$ cat src/rtl/ssd_pkg.sv
// ssd_pkg: shared types and constants for the seven-segment display capture block.
// Holds the capture FSM state type, the active-low glyph table ({a,b,c,d,e,f,g},
// indexed by hex value) and the blank pattern used as the reset value.
package ssd_pkg;

   typedef enum logic [1:0] {
      IDLE   = 2'd0,
      SETTLE = 2'd1,
      HOLD   = 2'd2
   } state_t;

   localparam logic [6:0] SEG_BLANK = 7'b1111111;

   // Element [i] is the active-low pattern of hex digit i.
   localparam logic [15:0][6:0] GLYPH_TBL = {
      7'b0111000,  // F
      7'b0110000,  // E
      7'b1000010,  // d
      7'b0110001,  // C
      7'b1100000,  // b
      7'b0001000,  // A
      7'b0000100,  // 9
      7'b0000000,  // 8
      7'b0001111,  // 7
      7'b0100000,  // 6
      7'b0100100,  // 5
      7'b1001100,  // 4
      7'b0000110,  // 3
      7'b0010010,  // 2
      7'b1001111,  // 1
      7'b0000001   // 0
   };

endpackage

$ cat src/rtl/ssd_seg_decode.sv
// ssd_seg_decode: combinational glyph decoder. Maps a raw active-low segment
// pattern to its hex value; unknown patterns (including blank) give hex 0, ok 0.
module ssd_seg_decode
   import ssd_pkg::*;
(
   input  logic [6:0] seg_i,
   output logic [3:0] hex_o,
   output logic       ok_o
);

   // Search the glyph table for an exact match.
   always_comb begin
      hex_o = 4'd0;
      ok_o  = 1'b0;
      for (int i = 0; i < 16; i++) begin
         if (seg_i == GLYPH_TBL[i]) begin
            hex_o = 4'(i);
            ok_o  = 1'b1;
         end
      end
   end

endmodule

$ cat src/rtl/ssd_capture.sv
// ssd_capture: recovers the four digits shown on a multiplexed, active-low
// seven-segment display. Each digit is captured once its segment and anode lines
// have been stable for STABLE_CNT sampled cycles; frame_valid pulses when all four
// digits have been seen.
// Optional feature: define SSD_CAPTURE_TIMEOUT_EN to add the scan-stall watchdog
// (stall sets after TIMEOUT cycles without a capture); otherwise stall is tied 0.
module ssd_capture
   import ssd_pkg::*;
#(
   parameter int STABLE_CNT = 8,
   parameter int TIMEOUT    = 131072
) (
   input  logic       clk,
   input  logic       reset,
   input  logic       a,
   input  logic       b,
   input  logic       c,
   input  logic       d,
   input  logic       e,
   input  logic       f,
   input  logic       g,
   input  logic       an0,
   input  logic       an1,
   input  logic       an2,
   input  logic       an3,
   output logic [6:0] seg0,
   output logic [6:0] seg1,
   output logic [6:0] seg2,
   output logic [6:0] seg3,
   output logic [3:0] hex0,
   output logic [3:0] hex1,
   output logic [3:0] hex2,
   output logic [3:0] hex3,
   output logic [3:0] dig_ok,
   output logic       frame_valid,
   output logic       stall
);

   localparam int             CW       = (STABLE_CNT > 1) ? $clog2(STABLE_CNT) : 1;
   localparam logic [CW-1:0]  CNT_LAST = CW'(STABLE_CNT - 1);

   if (STABLE_CNT < 1 || TIMEOUT < 1) begin : g_param_check
      $error("ssd_capture: STABLE_CNT and TIMEOUT must be at least 1");
   end

   logic [6:0]    seg_s_q;
   logic [3:0]    an_s_q;     // {an3, an2, an1, an0}
   logic [10:0]   prev_q;
   logic          same;
   logic          an_valid;
   logic [1:0]    dig;
   logic [3:0]    dig_hot;
   state_t        state_q, state_d;
   logic [CW-1:0] cnt_q, cnt_d;
   logic          capture;
   logic [3:0]    dec_hex;
   logic          dec_ok;
   logic [6:0]    seg_q [4];
   logic [3:0]    hex_q [4];
   logic [3:0]    ok_q;
   logic [3:0]    seen_q;
   logic          fv_q;
   logic          to_hit;

   // Sample stage: register the raw pins once, and keep the previous sample for change detection.
   always_ff @(posedge clk) begin
      seg_s_q <= {a, b, c, d, e, f, g};
      an_s_q  <= {an3, an2, an1, an0};
      prev_q  <= {seg_s_q, an_s_q};
   end

   assign same = ({seg_s_q, an_s_q} == prev_q);

   // Anode decode: exactly one low line selects a digit (an3 is the leftmost physical digit0).
   always_comb begin
      an_valid = 1'b0;
      dig      = 2'd0;
      case (an_s_q)
         4'b0111: begin an_valid = 1'b1; dig = 2'd0; end
         4'b1110: begin an_valid = 1'b1; dig = 2'd1; end
         4'b1101: begin an_valid = 1'b1; dig = 2'd2; end
         4'b1011: begin an_valid = 1'b1; dig = 2'd3; end
         default: begin an_valid = 1'b0; dig = 2'd0; end
      endcase
   end

   assign dig_hot = 4'b0001 << dig;

   ssd_seg_decode u_decode (
      .seg_i (seg_s_q),
      .hex_o (dec_hex),
      .ok_o  (dec_ok)
   );

   // FSM state and stability counter registers.
   always_ff @(posedge clk) begin
      if (reset) begin
         state_q <= IDLE;
         cnt_q   <= '0;
      end else begin
         state_q <= state_d;
         cnt_q   <= cnt_d;
      end
   end

   // FSM next state: count identical samples in SETTLE, park in HOLD after a capture.
   always_comb begin
      state_d = state_q;
      cnt_d   = cnt_q;
      case (state_q)
         IDLE: begin
            if (an_valid) begin
               state_d = SETTLE;
               cnt_d   = '0;
            end
         end
         SETTLE: begin
            if (!an_valid) begin
               state_d = IDLE;
               cnt_d   = '0;
            end else if (!same) begin
               cnt_d = '0;
            end else if (cnt_q == CNT_LAST) begin
               state_d = HOLD;
               cnt_d   = '0;
            end else begin
               cnt_d = cnt_q + 1'b1;
            end
         end
         HOLD: begin
            if (!same) begin
               state_d = an_valid ? SETTLE : IDLE;
               cnt_d   = '0;
            end
         end
         default: begin
            state_d = IDLE;
            cnt_d   = '0;
         end
      endcase
   end

   // FSM output: the capture strobe fires on the edge that leaves SETTLE for HOLD.
   always_comb begin
      capture = (state_q == SETTLE) && an_valid && same && (cnt_q == CNT_LAST);
   end

`ifdef SSD_CAPTURE_TIMEOUT_EN
   localparam int TW = $clog2(TIMEOUT + 1);

   logic [TW-1:0] to_cnt_q;
   logic          stall_q;

   assign to_hit = (to_cnt_q == TW'(TIMEOUT - 1));

   // Watchdog: count cycles since the last capture; saturate and flag a sticky stall.
   always_ff @(posedge clk) begin
      if (reset) begin
         to_cnt_q <= '0;
         stall_q  <= 1'b0;
      end else if (capture) begin
         to_cnt_q <= '0;
         stall_q  <= 1'b0;
      end else if (to_hit) begin
         stall_q  <= 1'b1;
      end else begin
         to_cnt_q <= to_cnt_q + 1'b1;
      end
   end

   assign stall = stall_q;
`else
   assign to_hit = 1'b0;
   assign stall  = 1'b0;
`endif

   // Capture registers: update the selected digit, track seen digits, pulse on a full frame.
   always_ff @(posedge clk) begin
      if (reset) begin
         for (int i = 0; i < 4; i++) begin
            seg_q[i] <= SEG_BLANK;
            hex_q[i] <= 4'd0;
         end
         ok_q   <= 4'b0000;
         seen_q <= 4'b0000;
         fv_q   <= 1'b0;
      end else begin
         fv_q <= 1'b0;
         if (capture) begin
            seg_q[dig] <= seg_s_q;
            hex_q[dig] <= dec_hex;
            ok_q[dig]  <= dec_ok;
            if ((seen_q | dig_hot) == 4'b1111) begin
               fv_q   <= 1'b1;
               seen_q <= 4'b0000;
            end else begin
               seen_q <= seen_q | dig_hot;
            end
         end else if (to_hit) begin
            seen_q <= 4'b0000;
         end
      end
   end

   assign seg0        = seg_q[0];
   assign seg1        = seg_q[1];
   assign seg2        = seg_q[2];
   assign seg3        = seg_q[3];
   assign hex0        = hex_q[0];
   assign hex1        = hex_q[1];
   assign hex2        = hex_q[2];
   assign hex3        = hex_q[3];
   assign dig_ok      = ok_q;
   assign frame_valid = fv_q;

endmodule

$ cat config.mk
export PLATFORM = sky130hd
export DESIGN_NAME = ssd_capture
export DESIGN_NICKNAME = d
export VERILOG_FILES = /design/src/rtl/ssd_pkg.sv /design/src/rtl/ssd_seg_decode.sv /design/src/rtl/ssd_capture.sv
export SDC_FILE = /design/constraint.sdc
export NUM_CORES = 1
export LEC_CHECK = 0
export BUFFER_PORTS_ARGS = -buffer_cell sky130_fd_sc_hd__buf_2
export CAP_MARGIN = 40
export CORE_MARGIN = 2
export CORE_UTILIZATION = 54
export DETAILED_ROUTE_END_ITERATION = 7
export PLACE_DENSITY = 0.78
export RECOVER_POWER = 50
export SYNTH_ARGS = -nofsm -noshare
export SYNTH_HDL_FRONTEND = slang
export SYNTH_SLANG_ARGS = --single-unit
export TNS_END_PERCENT = 100
$ cat constraint.sdc
create_clock -name clk -period 3 [get_ports clk]
set_clock_uncertainty 0.1 [all_clocks]
set_input_delay 0.6 -clock clk [delete_from_list [all_inputs] [get_ports clk]]
set_output_delay 0.6 -clock clk [all_outputs]
set_load 0.01 [all_outputs]
==> impl_metrics.tcl, run 1 <==
set metrics [dict create \
    timing.critical_path.max_delay_family "simple AND/OR/NAND/NOR gates" \
    floorplan.die.height_um 82.1 \
    worst-r2r-setup-slack_ps 320 \
    final_sum_of_negative_setup_slack_ps 0 \
    synthCells 276 \
    synth_area_leader_cell "sky130_fd_sc_hd__edfxtp_1" \
    worstSetupPathDepth 5 \
    register_to_register_path_depth 5 \
    max-vdd-ir-drop_mv 0.361 \
    end_kind "flip-flop" \
    power_frac_clock_pct 37.8 \
    netlist.area_leader.share_pct 40.1 \
    antenna_found_initial 0 \
    globalRouteOverflowTotal 0 \
    cts.sinks 80 \
    internal_power_w 0.00171 \
    vias_in_the_first_global_route 2069 \
    seq_power_share_pct 55.6 \
    async_flop_share_pct 0 \
    hold_viol_final 0 \
    cts_buffers 9 \
    launching_element_of_the_worst_setup_path "an_s_q[0]" \
    total_power_per_unit_cell_area_mw_per_mm2 583 \
    timing.critical_path.slowest_stage_cell "sky130_fd_sc_hd__or4_4" \
    seq_area_frac_synth_pct 62.0 \
    avgViaCountPerCell 5.47 \
    synth.top_cells.by_count "sky130_fd_sc_hd__edfxtp_1 (44), sky130_fd_sc_hd__dfxtp_1 (36), sky130_fd_sc_hd__nor2_1 (27)" \
    drtIter0Drc 154 \
    average_footprint_of_a_synthesized_cell_um2 11.9 \
    floorplan.core_area_mm2 0.00592 \
    antennaDiodeCount 0 \
    htreeDepth 3 \
    post_synth_main_area_contributors "sky130_fd_sc_hd__edfxtp_1 (40%), sky130_fd_sc_hd__dfxtp_1 (22%), sky130_fd_sc_hd__or2_1 (4.4%)" \
    post_synth_num_cell_types 53 \
    cts_root_buf "sky130_fd_sc_hd__clkbuf_8" \
    maximum_fanout_along_the_worst_path 11 \
    p_comb_share_pct 6.6 \
    insertion_delay_ps 350 \
    floorplan.die.width_um 82.1 \
    route.vias.total 2286 \
    finalWirelength_um 6480 \
    tritoncts "done" \
    cts_resized 0 \
    initial_core_util_pct 55.7 \
    cp_num_buf_inv 0 \
    worstPathCellList "xnor2_1, o211a_4, or4_4, nor2_1, or2_1" \
    grt_first_pass_wirelength_um 10000 \
    postRouteAntennaNets 0 \
    synth_enable_flop_cells 44 \
    detailed_place_hpwl_um 4540 \
    synth_flop_cell "sky130_fd_sc_hd__edfxtp_1" \
    achievable-frequency_mhz 374 \
    area.growth.synth_to_final_pct 14.8 \
    hold_buffers 0 \
    firstDrtPassIters 4 \
    cap_violations 0 \
    worstPathRequired_ps 2890 \
    clock_tree.buffer_depth 2 \
    timing.critical_path.arrival_ps 2570 \
    timing.slew.headroom_pct 49.6 \
    placement_rows 28 \
    setup_repair_after_global_routing_missed_its_margin "no" \
    io-pin-count 63 \
    setup_viol 0 \
    worst_slew_pin_slew_ps 751 \
    gp_routability_congestion 0.904 \
    fin_crit_ps 2680 \
    critPathLaunchType "flip-flop" \
    netSwitchingFraction_pct 22.6 \
    yosys_warnings 0 \
    ys_ff_latch 80 \
    cts.clk_slew.worst_paths_ps 80 \
    path_class "reg -> reg" \
    cp-endpoint "seg_q[3][5]" \
    crit_path_max_incr_delay_ps 600 \
    most_frequently_used_cell_type_in_the_post_synthesis_netlist "sky130_fd_sc_hd__edfxtp_1" \
    critical_path.reg2reg.endpoint "seg_q[3][5]" \
    port_buffers 61 \
    post_cts_buffers 0 \
    drc_errors 0 \
    r2r-start "an_s_q[0]" \
    final_net_count 353 \
    worst_hold_path_type "in -> reg" \
    grt_max_degree 22 \
    outcome "completed" \
    slew_violations 0 \
    layout.cells.non_filler 418 \
    avgRoutedWirePerCell_um 15.5 \
    synth.cell_area_mm2 0.00330 \
    drive_above_1_share_pct 10.8 \
    power.net_switching_w 0.000500 \
    placedCellCount 402 \
    report.power.total_w 0.00221 \
    postSynthNetCount 291 \
    tot_gr_track_use_pct 20.5 \
    power.static_leakage_nw 1.28 \
    die_area_mm2 0.00674 \
    finalCritPeriodShare_pct 89.2 \
]
placed cells by master, fill, tap and decap left out, types with 7 or more instances in the layout:
cell type                  synthesis  final
sky130_fd_sc_hd__clkbuf_1         10     56
sky130_fd_sc_hd__edfxtp_1         44     44
sky130_fd_sc_hd__dfxtp_1          36     36
sky130_fd_sc_hd__nor2_1           27     27
sky130_fd_sc_hd__or2_1            23     23
sky130_fd_sc_hd__xnor2_1          14     14
sky130_fd_sc_hd__buf_2             5     12
sky130_fd_sc_hd__clkbuf_8          0     10
sky130_fd_sc_hd__nand4_1           8      8
sky130_fd_sc_hd__inv_1             7      7
cell type report:
class                      count  area, µm²
clock inverter                 4       50.0
tap                           75       93.8
timing repair buffer          70        289
multi-input combinational    170       1120
inverter                       7       26.3
clock buffer                  12        166
fill                         501       2140
sequential                    80       2040
cell families after synthesis:
| group | Yosys count | share of synthesized area, % |
|---|---|---|
| DFF | 80 | 62.0 |
| other | 1 | 0.114 |
| adders and majority gates | 2 | 0.759 |
| xor gates and xnor gates | 14 | 3.72 |
| AOI/OAI and AO/OA | 45 | 10.0 |
| buffers and inverters | 26 | 3.95 |
| and+or+nand+nor | 108 | 19.5 |
worst min path at each step:
stage	depth (start not counted)	startpoint	slack [ps]	endpoint
2_1_floorplan	0	an_s_q[2]	230	prev_q[2]
4_1_cts	1	an3	240	an_s_q[3]
5_1_grt	1	an1	240	an_s_q[1]
6_report	1	an3	260	an_s_q[3]
3_3_place_gp	1	seen_q[0]	350	seen_q[0]
3_5_place_dp	1	seen_q[0]	350	seen_q[0]
registers in the layout, summed over array words and instances (netlist names):
signal	cells
seg_q	28
cnt_q	3
frame_valid	1
hex_q	16
dig_ok	4
seen_q	4
state_q	2
prev_q	11
an_s_q	4
seg_s_q	7
power groups by stage:
| stage | logic [W] | registers (W) | clock network (W) |
|---|---|---|---|
| final | 0.000145 | 0.00123 | 0.000835 |
| after global routing | 0.000159 | 0.00123 | 0.000887 |
| after CTS | 0.000158 | 0.00123 | 0.000839 |
| after detailed placement | 0.000158 | 0.00125 | 0 |
| after global placement | 0.000154 | 0.00125 | 0 |
| after floorplan | 0.0000902 | 0.00126 | 0 |
layer usage:
| layer | up-vias | wire length [µm] | global-route usage [%] |
|---|---|---|---|
| met1 | 1080 | 2850 | 27.0 |
| met5 | - | 0 | 0 |
| li1 | 1117 | - | - |
| met4 | 0 | 92 | 8.17 |
| met2 | 81 | 3090 | 32.4 |
| met3 | 8 | 446 | 5.22 |
worst reg2reg max path: cells and delay by family (launching register included):
| family | cells | cell delay, ps |
|---|---|---|
| simple gates | 3 | 1230 |
| compound gates | 1 | 270 |
| xor+xnor | 1 | 150 |
| flops | 1 | 580 |
per-stage QoR:
step	instance area, µm²	setup WS [ps]	hold slack [ps]	utilization, %
6_report	3780	324	257	63.9
5_1_grt	3780	168	239	63.9
4_1_cts	3870	331	243	65.4
3_5_place_dp	3660	348	354	61.8
3_3_place_gp	3660	436	351	61.8
2_1_floorplan	3300	639	226	-
Note: power is estimated with default switching activity, not from simulation.
==> inputs of run 2 (changes only) <==
--- a/config.mk
+++ b/config.mk
@@ -7,10 +7,11 @@
 export LEC_CHECK = 0
 export BUFFER_PORTS_ARGS = -buffer_cell sky130_fd_sc_hd__buf_2
 export CAP_MARGIN = 40
+export CORE_ASPECT_RATIO = 0.8
 export CORE_MARGIN = 2
 export CORE_UTILIZATION = 54
 export DETAILED_ROUTE_END_ITERATION = 7
-export PLACE_DENSITY = 0.78
+export PLACE_DENSITY = 0.79
 export RECOVER_POWER = 50
 export SYNTH_ARGS = -nofsm -noshare
 export SYNTH_HDL_FRONTEND = slang
==> run 2 against run 1 <==
  * Sequential power barely moved
  * Routed wire length decreased by 1.8%
  * Via count down 2.0%
  * Fmax rose by 1.9%
  * Flip-flop and latch count unchanged
  * Combinational power shrank 3%
  * Core utilization barely moved
  * Setup slack improved by 49 ps
  * First-iteration DRC count up 49%
==> impl_metrics.tcl, run 2 (synthesized netlist as in run 1, its figures left out) <==
set metrics [dict create \
    outcome "completed" \
    die_area_mm2 0.00675 \
    path_class "reg -> reg" \
    final_cell_mix "sky130_fd_sc_hd__clkbuf_1 (52), sky130_fd_sc_hd__edfxtp_1 (44), sky130_fd_sc_hd__dfxtp_1 (36)" \
    cts_buffers 9 \
    placedCellCount 405 \
    antenna_found_initial 0 \
    post_cts_buffers 0 \
    gp_routability_congestion 0.855 \
    end_kind "flip-flop" \
    cp_num_buf_inv 0 \
    seqCellArea_mm2 0.00204 \
    floorplan.die.width_um 91.3 \
    detailed_place_hpwl_um 4380 \
    tritoncts "done" \
    area.growth.synth_to_final_pct 14.7 \
    fillCellCount 509 \
    timing.critical_path.slowest_stage_cell "sky130_fd_sc_hd__dfxtp_1" \
    firstDrtPassIters 5 \
    io-pin-count 63 \
    power.static_leakage_nw 1.28 \
    worstPathRequired_ps 2910 \
    cts.clk_slew.worst_paths_ps 90 \
    initial_core_util_pct 55.7 \
    port_buffers 61 \
    tot_gr_track_use_pct 19.8 \
    globalRouteOverflowTotal 0 \
    report.power.total_w 0.00219 \
    setup_viol 0 \
    placement_rows 25 \
    cts_root_buf "sky130_fd_sc_hd__clkbuf_8" \
    hold_buffers 0 \
    insertion_delay_ps 350 \
    hold_viol_final 0 \
    achievable-frequency_mhz 381 \
    layout.cells.non_filler 421 \
    vias_in_the_first_global_route 1929 \
    floorplan.die.height_um 73.9 \
    dp_worst_setup_slack_ps 396 \
    clock_tree.buffer_depth 2 \
    timing.slew.headroom_pct 39.7 \
    timing.critical_path.max_delay_family "simple AND/OR/NAND/NOR gates" \
    maximum_fanout_along_the_worst_path 11 \
    htreeDepth 3 \
    slew_violations 0 \
    setup_ws_final_ps 374 \
    avgViaCountPerCell 5.32 \
    footprint_of_the_multi_input_gates_mm2 0.00112 \
    max_reg_flops 28 \
    fin_crit_ps 2630 \
    cts_resized 0 \
    total_power_per_unit_cell_area_mw_per_mm2 580 \
    worst_hold_path_type "in -> reg" \
    cts.sinks 80 \
    max-vdd-ir-drop_mv 0.409 \
    final_sum_of_negative_setup_slack_ps 0 \
    finalCritPeriodShare_pct 87.5 \
    grt_first_pass_wirelength_um 9820 \
    setup_repair_after_global_routing_missed_its_margin "no" \
    avgRoutedWirePerCell_um 15.1 \
    worstPathCellList "xnor2_1, o211a_4, or4_4, nor2_1, or2_1" \
    drc_errors 0 \
    largest_registers "seg_q: 28 flops, hex_q: 16 flops, prev_q: 11 flops" \
    critPathLaunchType "flip-flop" \
    worst_slew_pin_slew_ps 905 \
    timing.critical_path.arrival_ps 2540 \
    drive_above_1_share_pct 11.5 \
    cap_violations 0 \
    postLayoutCoreUtil_pct 63.9 \
    route.vias.total 2240 \
    mostFrequentLayoutCell "sky130_fd_sc_hd__clkbuf_1" \
    grt_max_degree 22 \
    final_net_count 350 \
    crit_path_max_incr_delay_ps 610 \
    antennaDiodeCount 0 \
    postRouteAntennaNets 0 \
    drtIter0Drc 229 \
    registers.top_by_ff_count "seg_q" \
    floorplan.core_area_mm2 0.00591 \
    finalWirelength_um 6370 \
]
## run 2: layout make-up
| cell class | instances | area share [%] |
|---|---|---|
| timing repair buffer | 67 | 7.35 |
| tap | 81 | 2.68 |
| inverter | 7 | 0.695 |
| clock inverter | 7 | 2.25 |
| sequential | 80 | 54.0 |
| multi-input combinational | 170 | 29.7 |
| clock buffer | 9 | 3.28 |
## run 2: per-stage QoR
| step | hold WS (ps) | area [µm²] |
|---|---|---|
| floorplan | 226 | 3300 |
| global placement | 351 | 3640 |
| detailed placement | 354 | 3640 |
| CTS | 224 | 3850 |
| global route | 215 | 3780 |
| finish | 242 | 3780 |
## run 2: metal layers
layer	share of wire [%]	wire (µm)	GRT usage, %
met1	46	2950	27.6
met2	44	2790	29.1
met3	8.6	550	7.28
met4	1.1	69	6.57
met5	0	0	0
## run 2: where the power goes
part | internal, W | total [W] | switching, W
combinational | 0.0000532 | 0.000140 | 0.0000871
sequential | 0.00120 | 0.00123 | 0.0000341
clock | 0.000401 | 0.000819 | 0.000418
total | 0.00165 | 0.00219 | 0.000540
## run 2: final timing paths
path / to / from / cells past startpoint / slack (ps)
min: seg_s_q[3] / d / 1 / 240
max reg2reg: hex_q[2][2] / an_s_q[1] / 5 / 370
max: hex_q[2][2] / an_s_q[1] / 5 / 370
min reg2reg: seen_q[0] / seen_q[0] / 1 / 380
==> inputs of run 3 (changes only) <==
--- a/config.mk
+++ b/config.mk
@@ -5,6 +5,7 @@
 export SDC_FILE = /design/constraint.sdc
 export NUM_CORES = 1
 export LEC_CHECK = 0
+export ABC_AREA = 1
 export BUFFER_PORTS_ARGS = -buffer_cell sky130_fd_sc_hd__buf_2
 export CAP_MARGIN = 40
 export CORE_ASPECT_RATIO = 0.8
==> run 3 against run 2 <==
  * Critical path depth is 6 higher
  * Non-clock buffer count is 4 lower
  * Worst hold slack hardly changed
  * Largest cell class unchanged
  * Largest power group unchanged
  * Highest routed layer unchanged
==> impl_metrics.tcl, run 3 <==
set metrics [dict create \
    outcome "completed" \
    avgRoutedWirePerCell_um 12.9 \
    initial_core_util_pct 55.6 \
    synthCells 357 \
    drive_above_1_share_pct 9.45 \
    worst_hold_path_type "in -> reg" \
    netlist.area_leader.share_pct 40.4 \
    placement_rows 25 \
    cts_root_buf "sky130_fd_sc_hd__clkbuf_8" \
    cts.sinks 80 \
    floorplan.die.height_um 73.6 \
    netSwitchingFraction_pct 24.7 \
    io-pin-count 63 \
    avgViaCountPerCell 4.95 \
    htreeDepth 3 \
    footprint_of_the_multi_input_gates_mm2 0.00102 \
    synth.top_cells.by_count "sky130_fd_sc_hd__nand2_1 (110), sky130_fd_sc_hd__nor2_1 (62), sky130_fd_sc_hd__edfxtp_1 (44)" \
    post_cts_buffers 0 \
    end_kind "flip-flop" \
    fin_crit_ps 2550 \
    timing.critical_path.slowest_stage_cell "sky130_fd_sc_hd__dfxtp_1" \
    synth_simple_gate_area_share_pct 27.8 \
    post_synth_main_area_contributors "sky130_fd_sc_hd__edfxtp_1 (40%), sky130_fd_sc_hd__dfxtp_1 (22%), sky130_fd_sc_hd__nand2_1 (13%)" \
    p_comb_share_pct 5.8 \
    topRoutingLayerUsed "met4" \
    cp_num_buf_inv 2 \
    hold_buffers 0 \
    tritoncts "done" \
    area.growth.synth_to_final_pct 15.6 \
    setup_repair_after_global_routing_missed_its_margin "no" \
    final_sum_of_negative_setup_slack_ps 0 \
    power_frac_clock_pct 34.8 \
    synth_area_leader_cell "sky130_fd_sc_hd__edfxtp_1" \
    firstDrtPassIters 5 \
    timing.critical_path.max_delay_family "simple AND/OR/NAND/NOR gates" \
    antenna_found_initial 0 \
    cts_buffers 9 \
    max_reg_flops 28 \
    most_frequently_used_cell_type_in_the_post_synthesis_netlist "sky130_fd_sc_hd__nand2_1" \
    synth-compound-area-share_pct 2.26 \
    antennaDiodeCount 0 \
    timing.critical_path.arrival_ps 2540 \
    clock_tree.buffer_depth 2 \
    fillCellCount 517 \
    fraction_of_the_mapped_netlist_area_in_adder_cells_pct 0.766 \
    worstPathCellList "inv_1, nand2_1, nand2_1, nor2_1, nand2_1, nor2_4, nand4_1, nor2_8, inv_4, nor2_4, nand2_1" \
    achievable-frequency_mhz 393 \
    post_synth_xor_area_fraction_pct 0.804 \
    average_footprint_of_a_synthesized_cell_um2 9.15 \
    synth.cell_area_mm2 0.00327 \
    seqCellArea_mm2 0.00204 \
    postSynthNetCount 372 \
    route.vias.total 2550 \
    gp_routability_congestion 0.906 \
    dp_worst_setup_slack_ps 579 \
    internal_power_w 0.00152 \
    total_power_per_unit_cell_area_mw_per_mm2 534 \
    registers.top_by_ff_count "seg_q" \
    cap_violations 0 \
    seq_power_share_pct 59.5 \
    floorplan.core_area_mm2 0.00588 \
    finalWirelength_um 6630 \
    detailroute.wirelength.met2_um 2930 \
    vias_in_the_first_global_route 2284 \
    postRouteAntennaNets 0 \
    hold_viol_final 0 \
    synth_top_family_by_area "simple AND/OR/NAND/NOR gates" \
    mostFrequentLayoutCell "sky130_fd_sc_hd__nand2_1" \
    drc_errors 0 \
    largest_registers "seg_q: 28 flops, hex_q: 16 flops, prev_q: 11 flops" \
    ys_ff_latch 80 \
    cts.clk_slew.worst_paths_ps 80 \
    detailed_place_hpwl_um 4870 \
    cts_resized 0 \
    insertion_delay_ps 350 \
    post_synth_num_cell_types 27 \
    seq_area_frac_synth_pct 62.5 \
    crit_path_max_incr_delay_ps 480 \
    power.net_switching_w 0.000498 \
    grt_first_pass_wirelength_um 10600 \
    slew_violations 0 \
    die_area_mm2 0.00669 \
    final_net_count 444 \
    worst_slew_pin_slew_ps 591 \
    most_frequent_cell_on_critical_path "sky130_fd_sc_hd__nand2_1" \
    grt_max_degree 18 \
    critPathLaunchType "flip-flop" \
    timing.slew.headroom_pct 60.2 \
    setup_viol 0 \
    path_class "reg -> reg" \
    final.hold.worst_slack_ps 242 \
    setup_ws_final_ps 453 \
    max-vdd-ir-drop_mv 0.367 \
    routed_met3_length_um 559 \
    tot_gr_track_use_pct 21.3 \
    drtIter0Drc 218 \
    synth_enable_flop_cells 44 \
    final_cell_mix "sky130_fd_sc_hd__nand2_1 (110), sky130_fd_sc_hd__nor2_1 (62), sky130_fd_sc_hd__clkbuf_1 (50)" \
    maximum_fanout_along_the_worst_path 10 \
    power.static_leakage_nw 1.52 \
    floorplan.die.width_um 91.0 \
    worstPathRequired_ps 3000 \
    async_flop_share_pct 0 \
    route.layer.met1.wl_um 3030 \
    synth_flop_cell "sky130_fd_sc_hd__edfxtp_1" \
    finalCritPeriodShare_pct 84.9 \
    globalRouteOverflowTotal 0 \
    portion_of_netlist_area_occupied_by_mux_cells_pct 0 \
    yosys_warnings 0 \
    port_buffers 61 \
]
## run 3: cell families (layout without fill, tap and decap cells)
logic type	after synthesis	in the layout
and+or+nand+nor	209	209
DFF	80	80
buffers and inverters	48	125
AOI/OAI and AO/OA	14	14
xor gates and xnor gates	3	3
adders and majority gates	2	2
other	1	1
## run 3: layout make-up
cell class | count | share of cell area (%)
inverters | 46 | 4.64
flip-flops and latches | 80 | 54.1
clock buffers | 9 | 3.28
multi-input cells | 229 | 27.1
clock inverters | 7 | 1.42
well taps | 81 | 2.68
repair buffers | 63 | 6.82
## run 3: power groups by stage
stage | Sequential (W) | Clock (W) | Combinational, W
global route | 0.00120 | 0.000764 | 0.000132
floorplan | 0.00122 | 0 | 0.0000772
finish | 0.00120 | 0.000701 | 0.000117
detailed placement | 0.00123 | 0 | 0.000118
CTS | 0.00120 | 0.000714 | 0.000119
global placement | 0.00122 | 0 | 0.000116
## run 3: routing by layer
layer | global-route usage [%] | vias to the layer above
met3 | 8.10 | 10
li1 | - | 1273
met2 | 34.0 | 124
met5 | 0 | -
met1 | 27.1 | 1143
met4 | 7.58 | 0
## run 3: path summary, 6_finish.rpt
kind / start / to / slack [ps] / cells past startpoint
worst max register to register: seg_s_q[1] / seg_q[0][5] / 450 / 11
worst min register to register: an_s_q[3] / prev_q[3] / 310 / 0
worst min-delay path: an2 / an_s_q[2] / 240 / 1
worst max-delay path: seg_s_q[1] / seg_q[0][5] / 450 / 11
## run 3: stage by stage
step / cell area [µm²] / power [W] / instances / util [%]
after floorplan: 3270 / 0.00130 / 357 / -
after detailed placement: 3680 / 0.00134 / 499 / 62.5
after global routing: 3780 / 0.00210 / 515 / 64.2
after CTS: 3850 / 0.00203 / 515 / 65.6
after global placement: 3680 / 0.00134 / 499 / 62.5
final: 3780 / 0.00202 / 515 / 64.2
